--- src/rtl/pipe_pkg.sv ---
// Shared pipeline definitions for the 3-stage RV32I core.
// Holds the writeback-source select encoding and the hard-wired zero register index.
// BUS_WIDTH is not defined here; it is a parameter of the modules that carry the datapath.
package pipe_pkg;

    // Writeback data source; the unused encoding 3 falls back to the ALU result.
    typedef enum logic [1:0] {
        WB_ALU = 2'd0,
        WB_MEM = 2'd1,
        WB_PC4 = 2'd2
    } wb_sel_e;

    localparam logic [4:0] REG_ZERO = 5'd0;

endpackage

--- src/rtl/ex_wb_stage_fwd_unit.sv ---
// fwd_unit: purely combinational EX operand-forwarding compare.
// Ports:
//   valid_i, we_i, rd_i  - producer in WB (valid, writes rd, destination)
//   rs1_i, rs2_i         - consumer source registers in EX
//   fwd_a_o, fwd_b_o     - operand A / B should take the WB data
// Also instantiated by the hazard logic, so it carries no stall gating.
module fwd_unit
    import pipe_pkg::*;
(
    input  logic       valid_i,
    input  logic       we_i,
    input  logic [4:0] rd_i,
    input  logic [4:0] rs1_i,
    input  logic [4:0] rs2_i,
    output logic       fwd_a_o,
    output logic       fwd_b_o
);

    logic producer_c;

    // x0 never produces a value worth forwarding.
    assign producer_c = valid_i & we_i & (rd_i != REG_ZERO);
    assign fwd_a_o    = producer_c & (rd_i == rs1_i);
    assign fwd_b_o    = producer_c & (rd_i == rs2_i);

endmodule

--- src/rtl/ex_wb_stage.sv ---
// ex_wb_stage: Execute->Writeback pipeline register of the 3-stage RV32I core.
// Captures ALU result, overflow flag, rd and writeback controls; selects the
// writeback data; drives the RF write port and EX forwarding selects; keeps a
// sticky saturating ALU-overflow event counter.
// Ports:
//   clk, rst                 - clock, synchronous active-high reset
//   valid_i/stall_i/flush_i  - EX valid, hold stage, kill incoming instruction
//   alu_out_i, ovf_i, pc4_i  - ALU result, overflow flag, link address
//   rd_i, reg_wr_i, wb_sel_i - writeback destination and controls
//   mem_rdata_i              - data-memory read data (valid in WB cycle)
//   rs1_i, rs2_i             - EX source registers for forwarding
//   rf_we_o/rf_waddr_o/rf_wdata_o - register-file write port
//   fwd_a_o, fwd_b_o         - EX operand forwarding selects
//   ovf_sticky_o, ovf_count_o, ovf_clr_i - overflow debug counter
module ex_wb_stage
    import pipe_pkg::*;
#(
    parameter int unsigned BUS_WIDTH = 32,
    parameter int unsigned CNT_W     = 16
) (
    input  logic                 clk,
    input  logic                 rst,
    input  logic                 valid_i,
    input  logic                 stall_i,
    input  logic                 flush_i,
    input  logic [BUS_WIDTH-1:0] alu_out_i,
    input  logic                 ovf_i,
    input  logic [BUS_WIDTH-1:0] pc4_i,
    input  logic [4:0]           rd_i,
    input  logic                 reg_wr_i,
    input  logic [1:0]           wb_sel_i,
    input  logic [BUS_WIDTH-1:0] mem_rdata_i,
    input  logic [4:0]           rs1_i,
    input  logic [4:0]           rs2_i,
    output logic                 rf_we_o,
    output logic [4:0]           rf_waddr_o,
    output logic [BUS_WIDTH-1:0] rf_wdata_o,
    output logic                 fwd_a_o,
    output logic                 fwd_b_o,
    output logic                 ovf_sticky_o,
    output logic [CNT_W-1:0]     ovf_count_o,
    input  logic                 ovf_clr_i
);

    localparam logic [CNT_W-1:0] CNT_MAX = '1;

    logic                 valid_q,  valid_d;
    logic                 reg_wr_q, reg_wr_d;
    logic [4:0]           rd_q,     rd_d;
    logic [1:0]           wb_sel_q, wb_sel_d;
    logic [BUS_WIDTH-1:0] alu_q,    alu_d;
    logic [BUS_WIDTH-1:0] pc4_q,    pc4_d;
    logic                 sticky_q, sticky_d;
    logic [CNT_W-1:0]     count_q,  count_d;
    logic                 load_c;
    logic                 ovf_event_c;

    // Stage capture: flush beats stall, stall holds everything.
    always_comb begin
        valid_d  = valid_q;
        reg_wr_d = reg_wr_q;
        rd_d     = rd_q;
        wb_sel_d = wb_sel_q;
        alu_d    = alu_q;
        pc4_d    = pc4_q;
        load_c   = 1'b0;
        if (flush_i) begin
            valid_d  = 1'b0;
            reg_wr_d = 1'b0;
        end else if (!stall_i) begin
            load_c   = 1'b1;
            valid_d  = valid_i;
            reg_wr_d = reg_wr_i;
            rd_d     = rd_i;
            wb_sel_d = wb_sel_i;
            alu_d    = alu_out_i;
            pc4_d    = pc4_i;
        end
    end

    // Overflow counter: only ALU-writeback instructions actually loaded count.
    always_comb begin
        ovf_event_c = load_c & valid_i & ovf_i & (wb_sel_i == WB_ALU);
        sticky_d    = sticky_q;
        count_d     = count_q;
        if (ovf_clr_i) begin
            sticky_d = ovf_event_c;
            count_d  = ovf_event_c ? CNT_W'(1) : '0;
        end else if (ovf_event_c) begin
            sticky_d = 1'b1;
            count_d  = (count_q == CNT_MAX) ? count_q : count_q + CNT_W'(1);
        end
    end

    always_ff @(posedge clk) begin
        if (rst) begin
            valid_q  <= 1'b0;
            reg_wr_q <= 1'b0;
            rd_q     <= REG_ZERO;
            wb_sel_q <= WB_ALU;
            alu_q    <= '0;
            pc4_q    <= '0;
            sticky_q <= 1'b0;
            count_q  <= '0;
        end else begin
            valid_q  <= valid_d;
            reg_wr_q <= reg_wr_d;
            rd_q     <= rd_d;
            wb_sel_q <= wb_sel_d;
            alu_q    <= alu_d;
            pc4_q    <= pc4_d;
            sticky_q <= sticky_d;
            count_q  <= count_d;
        end
    end

    // Writeback source mux; memory data arrives from the sync RAM this cycle.
    always_comb begin
        rf_wdata_o = alu_q;
        case (wb_sel_q)
            WB_MEM:  rf_wdata_o = mem_rdata_i;
            WB_PC4:  rf_wdata_o = pc4_q;
            default: rf_wdata_o = alu_q;
        endcase
    end

    // A stalled instruction writes only once, on its final un-stalled cycle;
    // the reset cycle itself must not write either.
    assign rf_we_o      = valid_q & reg_wr_q & (rd_q != REG_ZERO) & ~stall_i & ~rst;
    assign rf_waddr_o   = rd_q;
    assign ovf_sticky_o = sticky_q;
    assign ovf_count_o  = count_q;

    fwd_unit u_fwd (
        .valid_i (valid_q),
        .we_i    (reg_wr_q),
        .rd_i    (rd_q),
        .rs1_i   (rs1_i),
        .rs2_i   (rs2_i),
        .fwd_a_o (fwd_a_o),
        .fwd_b_o (fwd_b_o)
    );

endmodule

--- config.mk ---
export PLATFORM = sky130hd
export DESIGN_NAME = ex_wb_stage
export DESIGN_NICKNAME = d
export VERILOG_FILES = /design/src/rtl/pipe_pkg.sv /design/src/rtl/ex_wb_stage_fwd_unit.sv /design/src/rtl/ex_wb_stage.sv
export SDC_FILE = /design/constraint.sdc
export NUM_CORES = 1
export LEC_CHECK = 0
export CAP_MARGIN = 40
export CELL_PAD_IN_SITES_DETAIL_PLACEMENT = 1
export CELL_PAD_IN_SITES_GLOBAL_PLACEMENT = 2
export CORE_MARGIN = 2
export CORE_UTILIZATION = 25
export DETAILED_ROUTE_END_ITERATION = 6
export PLACE_DENSITY = 0.95
export SLEW_MARGIN = 20
export SYNTH_ARGS = -nofsm -noshare
export SYNTH_HDL_FRONTEND = slang
export SYNTH_HIERARCHICAL = 1
export SYNTH_SLANG_ARGS = --single-unit
--- constraint.sdc ---
create_clock -name clk -period 3.5 [get_ports clk]
set_input_delay 0.875 -clock clk [delete_from_list [all_inputs] [get_ports clk]]
set_output_delay 0.875 -clock clk [all_outputs]
set_load 0.1 [all_outputs]
# Yosys cells after proc, flatten, opt, wreduce, memory -nomap -nowiden
# Index checks and enable logic that the tools add are counted.
totals:
  ff_bits: 90
  elab_cells: 42
  in_bits: 121
  out_inout_bits: 57
op_classes:
  n_reduce_logical: 6
  eq_ne: 6
  bitwise: 12
  n_addsub: 1
  mux: 9
op_table:
  columns: ["operator", "n"]
  rows:
  - ["case mux 32 bit (2 select lines)", 1]
  - ["2-to-1 mux 16 bit", 3]
  - ["adder 16 x 1 -> 16 bit (second input constant)", 1]
  - ["== test 16 bit (second input constant)", 1]
  - ["== test 5 bit", 2]
  - ["AND 1 bit", 9]
  - ["2-to-1 mux 1 bit", 5]
  - ["nonzero test 5 bit", 1]
  - ["AND reduction 2 bit", 2]
  - ["NOT 1 bit", 3]
  - ["== test 2 x 1 -> 1 bit (second input constant)", 1]
  - ["== test 2 bit (second input constant)", 1]
  - ["logical NOT 2 bit", 1]
  - ["!= test 2 bit (second input constant)", 1]
  - ["nonzero test 2 bit", 1]
  - ["OR reduction 2 bit", 1]

# Logic depth before layout (Yosys ltp)
logic_depth:
  word_depth: 7
  mapped_depth: 6
  depth_no_buf: 5

# By module
# The synthesis kept the hierarchy.
by_module_without_submodules:
  columns: ["mod", "instances", "seq_area_each_um2", "area_per_inst_um2", "cells_per_inst"]
  rows:
  - ["ex_wb_stage", 1, 1801.7, 4112.7, 545]
  - ["fwd_unit", 1, 0.0, 130.1, 16]

# Least setup slack after synthesis
# Ideal clock, no wire load.
synth_timing:
  path_kind: "register to output"
  from: "reg rd_q[3], in the netlist rf_waddr_o[3]"
  to: "out fwd_a_o"
  path_slack_ps: -1680
  path_stages_with_launch: 4
  required_ps: 2625
  n_path_buf: 0
  arrival_ps: 4305
  path_cell_list: "dfxtp_1 or4_1 o211ai_2 nor4_1"
synth_via:
  elab_chain_len: 3
  elab_cells_between_ends: 4
  cone_classes: "eq/ne: 1; bitwise: 2; reduce/logical: 1"
synth_rtl:
  columns: ["element", "line", "text"]
  rows:
  - ["start, declared", "ex_wb_stage.sv:49", "logic [4:0] rd_q, rd_d;"]
  - ["start signal, assigned", "ex_wb_stage.sv:108", "rd_q <= rd_d;"]
  - ["nonzero test 5 bit", "ex_wb_stage_fwd_unit.sv:22", "assign producer_c = valid_i & we_i & (rd_i != REG_ZERO);"]
  - ["AND 1 bit", "ex_wb_stage_fwd_unit.sv:22", null]
  - ["AND 1 bit (*)", "ex_wb_stage_fwd_unit.sv:23", "assign fwd_a_o = producer_c & (rd_i == rs1_i);"]
  - ["end, declared", "ex_wb_stage.sv:38", "output logic fwd_a_o,"]
# Mark *: on every way between the ends. The rest lies on a longest branch, timed or not.

# Final worst setup path
layout_timing:
  from: "in rs1_i[4]"
  to: "out fwd_a_o"
layout_via:
  elab_chain_len: 2
layout_rtl:
  columns: ["element", "line", "text"]
  rows:
  - ["start, declared", "ex_wb_stage.sv:33", "input logic [4:0] rs1_i,"]
  - ["== test 5 bit", "ex_wb_stage_fwd_unit.sv:23", null]
  - ["AND 1 bit", "ex_wb_stage_fwd_unit.sv:23", null]
# Every way passes these cells.

==> summary.md <==
| Metric | Value |
|---|---|
| Unrepaired setup endpoints after global routing | no |
| Total power | ~2.7 mW |
| CTS Buf Count | 9 |
| Num rows | between 40 and 50 |
| Launch instance of the worst register-to-register path | ovf_count_o[0]$_SDFFE_PP0P_ |
| Post-CTS setup repair buffer count | 0 |
| Number of enable flip-flop cells after synthesis | 0 |
| Critical path required time | around 2.6 ns |
| Result of the run | finished, final reports clean |
| Number of gates resized after CTS | 0 |
| HPWL reported at the end of detailed placement | approximately 12000 µm |
| Wirelength per Cell | 17.1 µm |
| Avg Synthesized Cell Area | around 7.6 µm² |
| Post-layout worst setup margin | around 0.43 ns |
| Number of port buffers | 177 |
| Standby leakage power | about 2.4 nW |
| Number of nets in the layout | 841 |
| Global placer's final weighted congestion | between 0.8 and 0.9 |
| Slew at the pin closest to its max-slew limit | about 0.79 ns |
| Largest fanout of any net on the critical path | 1 |
| Most frequent standard cell in the layout excluding fill and tap cells | sky130_fd_sc_hd__nand2_1 |
| Most frequent cells in the layout | 187 x sky130_fd_sc_hd__nand2_1, 119 x sky130_fd_sc_hd__clkdlybuf4s50_1, 90 x sky130_fd_sc_hd__dfxtp_1, 81 x sky130_fd_sc_hd__a21oi_1, 37 x sky130_fd_sc_hd__buf_12 |
| Total met2 wirelength after detailed routing | around 8500 µm |
| Maximum resistive drop on vdd | 0.000266 V |
| Internal reg-to-reg setup slack | approximately 1.4 ns |
| Number of standard cells after synthesis | about 560 |
| Fraction of synthesis flops using an asynchronous set or reset pin | 0% |
| DRC violation total after the first TritonRoute iteration | approximately 170 |
| Sort of element at the end of the critical path | output pin |
| Highest Signal Layer | met4 |
| Worst slack at placement | roughly 0.42 ns |
| Class of the worst hold path | register to register |
| Area fraction of the dominant cell type after synthesis | ~42% |
| Yosys warnings | 6 |
| Min cycle time layout | 3.07 ns |
| Total grt overflow | 0 |
| Post-DR vias/cell | 4.94 |
| Total track usage | around 18% |
| Top cells by area in the synthesized netlist | sky130_fd_sc_hd__dfxtp_1 42%, sky130_fd_sc_hd__nand2_1 17%, sky130_fd_sc_hd__a21oi_1 9.7%, sky130_fd_sc_hd__a22oi_1 5.7%, sky130_fd_sc_hd__o21ai_0 3.9% |
| Die width | between 100 and 150 µm |
| Final period utilization | between 80% and 90% |
| Startpoint type of the worst setup path | input port |
| Number of hold buffers added after cts | 0 |
| Sequential-to-total area share from yosys stat | between 40% and 50% |
| Total negative slack | 0 ns |
| Biggest area consumer among synthesized cells | sky130_fd_sc_hd__dfxtp_1 |
| Height of the die | 134 µm |
| Number of setup violations in the final report | 0 |
| Global-route wire length before repair | around 26000 µm |
| Reported max-cap violation count | 0 |
| Critical register-to-register path endpoint | ovf_count_o[14]$_SDFFE_PP0P_ |
| Layout cell share with drive strength beyond 1 | roughly an eighth |
| Met3 Routed Length | approximately 670 µm |
| List of cells traversed by the critical path | clkdlybuf4s50_1, xnor2_1, nand3_1, nor4_2, buf_12 |
| Floorplan Core Area | about 0.017 mm² |
| Register-to-Register Path Depth | 5 |
| Final design area excluding fillers | 0.00684 mm² |
| Placed cell areas | roughly 0.0065 mm² |
| Power per Cell Area | 399 mW/mm² |
| Initial Utilization | about a quarter |
| Area grow syn2layout | 61.3% |
| Count of state elements after synthesis | 90 |
| TritonCTS Sinks | 90 |
| Number of nets produced by synthesis | between 600 and 700 |
| First-pass detailed-route iteration total | 4 |
| Register clock-pin slew on the reported worst setup and hold paths | approximately 0.06 ns |
| Routed vias | 4655 |
| Level count of the clock H-tree | 3 |
| Worst slew margin relative to its limit | between 40% and 50% |
| Clock root cell | sky130_fd_sc_hd__clkbuf_16 |
| Post-route met1 wirelength | ~6600 µm |
| Final setup skew | between 0.007 and 0.008 ns |
| Pin count of the biggest net entering global routing | 80 |
| Maximum clock frequency | 0.326 GHz |
| Clock latency on the worst-skew pair | approximately 0.34 ns |
| Synth Flop Type | sky130_fd_sc_hd__dfxtp_1 |
| CTS tree | built |
| Pins over their slew limit | 0 |
| Remaining antenna violation count after routing | 0 |
| Number of hold violations in the final report | 0 |
| Crit. Startpoint | rs1_i[4] |
| Cell type of the slowest stage on the worst timing path | sky130_fd_sc_hd__clkdlybuf4s50_1 |
| Full die area | approximately 0.018 mm² |
| Boundary pin count | roughly 180 |
| Number of different library cells in the post-synthesis netlist | 48 |
| Total standard cell area after synthesis | approximately 0.0042 mm² |
| Initial antenna violation count | 0 |
| Clock Tree Buf Depth | 2 |
| Data arrival time of the worst path | around 2.2 ns |
| Worst setup path endpoint | fwd_a_o |
| Total DRC errors in the routed layout | 0 |
| Via count of the first global-routing pass | 5156 |
| Type of the worst setup path | input port to output pin |
| Worst path max stage delay | 0.48 ns |
| Total length of routed wires | around 16000 µm |
## cells in the mapped netlist (3+ instances only)
library cell / number
sky130_fd_sc_hd__nand2_1: 187
sky130_fd_sc_hd__dfxtp_1: 90
sky130_fd_sc_hd__a21oi_1: 82
sky130_fd_sc_hd__clkbuf_1: 33
sky130_fd_sc_hd__o21ai_0: 33
sky130_fd_sc_hd__a22oi_1: 32
sky130_fd_sc_hd__or4_1: 7
sky130_fd_sc_hd__inv_1: 6
sky130_fd_sc_hd__mux2i_1: 6
sky130_fd_sc_hd__xnor2_1: 6
sky130_fd_sc_hd__buf_1: 5
sky130_fd_sc_hd__nand3_1: 5
sky130_fd_sc_hd__nand4_1: 4
sky130_fd_sc_hd__nor2_1: 4
sky130_fd_sc_hd__nor3_1: 4
sky130_fd_sc_hd__or3_1: 4
sky130_fd_sc_hd__xor2_1: 4
sky130_fd_sc_hd__a211oi_1: 3
sky130_fd_sc_hd__and4_1: 3
sky130_fd_sc_hd__ha_1: 3
sky130_fd_sc_hd__o31ai_1: 3
sky130_fd_sc_hd__o41ai_1: 3
## routing by layer
metal | vias to the layer above | GRT usage [%]
met5 | - | 0
met3 | 23 | 3.29
met2 | 107 | 33.6
li1 | 2264 | -
met4 | 0 | 7.02
met1 | 2261 | 19.6
## worst min-delay path by stage
stage / startpoint / end / slack, ns / depth (start not counted)
after floorplan: alu_q[0]$_SDFFE_PP0N_ / alu_q[0]$_SDFFE_PP0N_ / 0.44 / 2
after global placement: alu_q[4]$_SDFFE_PP0N_ / alu_q[4]$_SDFFE_PP0N_ / 0.44 / 2
after detailed placement: pc4_q[14]$_SDFFE_PP0N_ / pc4_q[14]$_SDFFE_PP0N_ / 0.45 / 2
after CTS: alu_q[26]$_SDFFE_PP0N_ / alu_q[26]$_SDFFE_PP0N_ / 0.46 / 2
after global routing: pc4_q[25]$_SDFFE_PP0N_ / pc4_q[25]$_SDFFE_PP0N_ / 0.49 / 2
final: alu_q[18]$_SDFFE_PP0N_ / alu_q[18]$_SDFFE_PP0N_ / 0.46 / 2
## sequential cells by signal, indices dropped and copies added (netlist names)
| signal | flops |
|---|---|
| alu_q | 32 |
| ovf_count_o | 16 |
| ovf_sticky_o | 1 |
| pc4_q | 32 |
| reg_wr_q | 1 |
| rf_waddr_o | 5 |
| valid_q | 1 |
| wb_sel_q | 2 |
## through the flow
step	hold WS, ns	utilization [%]	cells
2_1_floorplan	0.437	-	561
3_3_place_gp	0.442	39.2	925
3_5_place_dp	0.452	39.2	925
4_1_cts	0.462	41.1	940
5_1_grt	0.487	41.2	941
6_report	0.457	41.3	942
## critical path: cells and delay by family
family	cells	cell delay [ns]
xor gates and xnor gates	1	0.13
buffers and inverters	2	0.70
and+or+nand+nor	2	0.48
## cell families (layout without fill, tap and decap cells)
kind of cell | Yosys count | in the layout | share of synthesized area (%)
XOR/XNOR | 10 | 10 | 2.06
buffers and inverters | 46 | 206 | 4.28
AND/OR/NAND/NOR | 238 | 238 | 25.6
AO/OA/AOI/OAI | 168 | 168 | 23.3
multiplexers | 6 | 6 | 1.42
flip-flops | 90 | 90 | 42.5
adder cells (fa/ha/maj) | 3 | 3 | 0.885
other | 0 | 1 | 0
## where the power goes
group | total [mW] | internal (mW) | switching, mW
Combinational | 0.599 | 0.255 | 0.345
Clock | 1.04 | 0.624 | 0.418
Sequential | 1.09 | 1.06 | 0.0256
## cell type report
cell class                      instances  area (µm²)
Antenna cell                            1        2.50
Clock buffer                            9         225
Clock inverter                          6        90.1
Fill cell                            1975        9740
Inverter                                6        22.5
Multi-Input combinational cell        425        2280
Sequential cell                        90        1800
Tap cell                              220         275
Timing Repair Buffer                  185        2150
(Power assumes the default switching activity.)
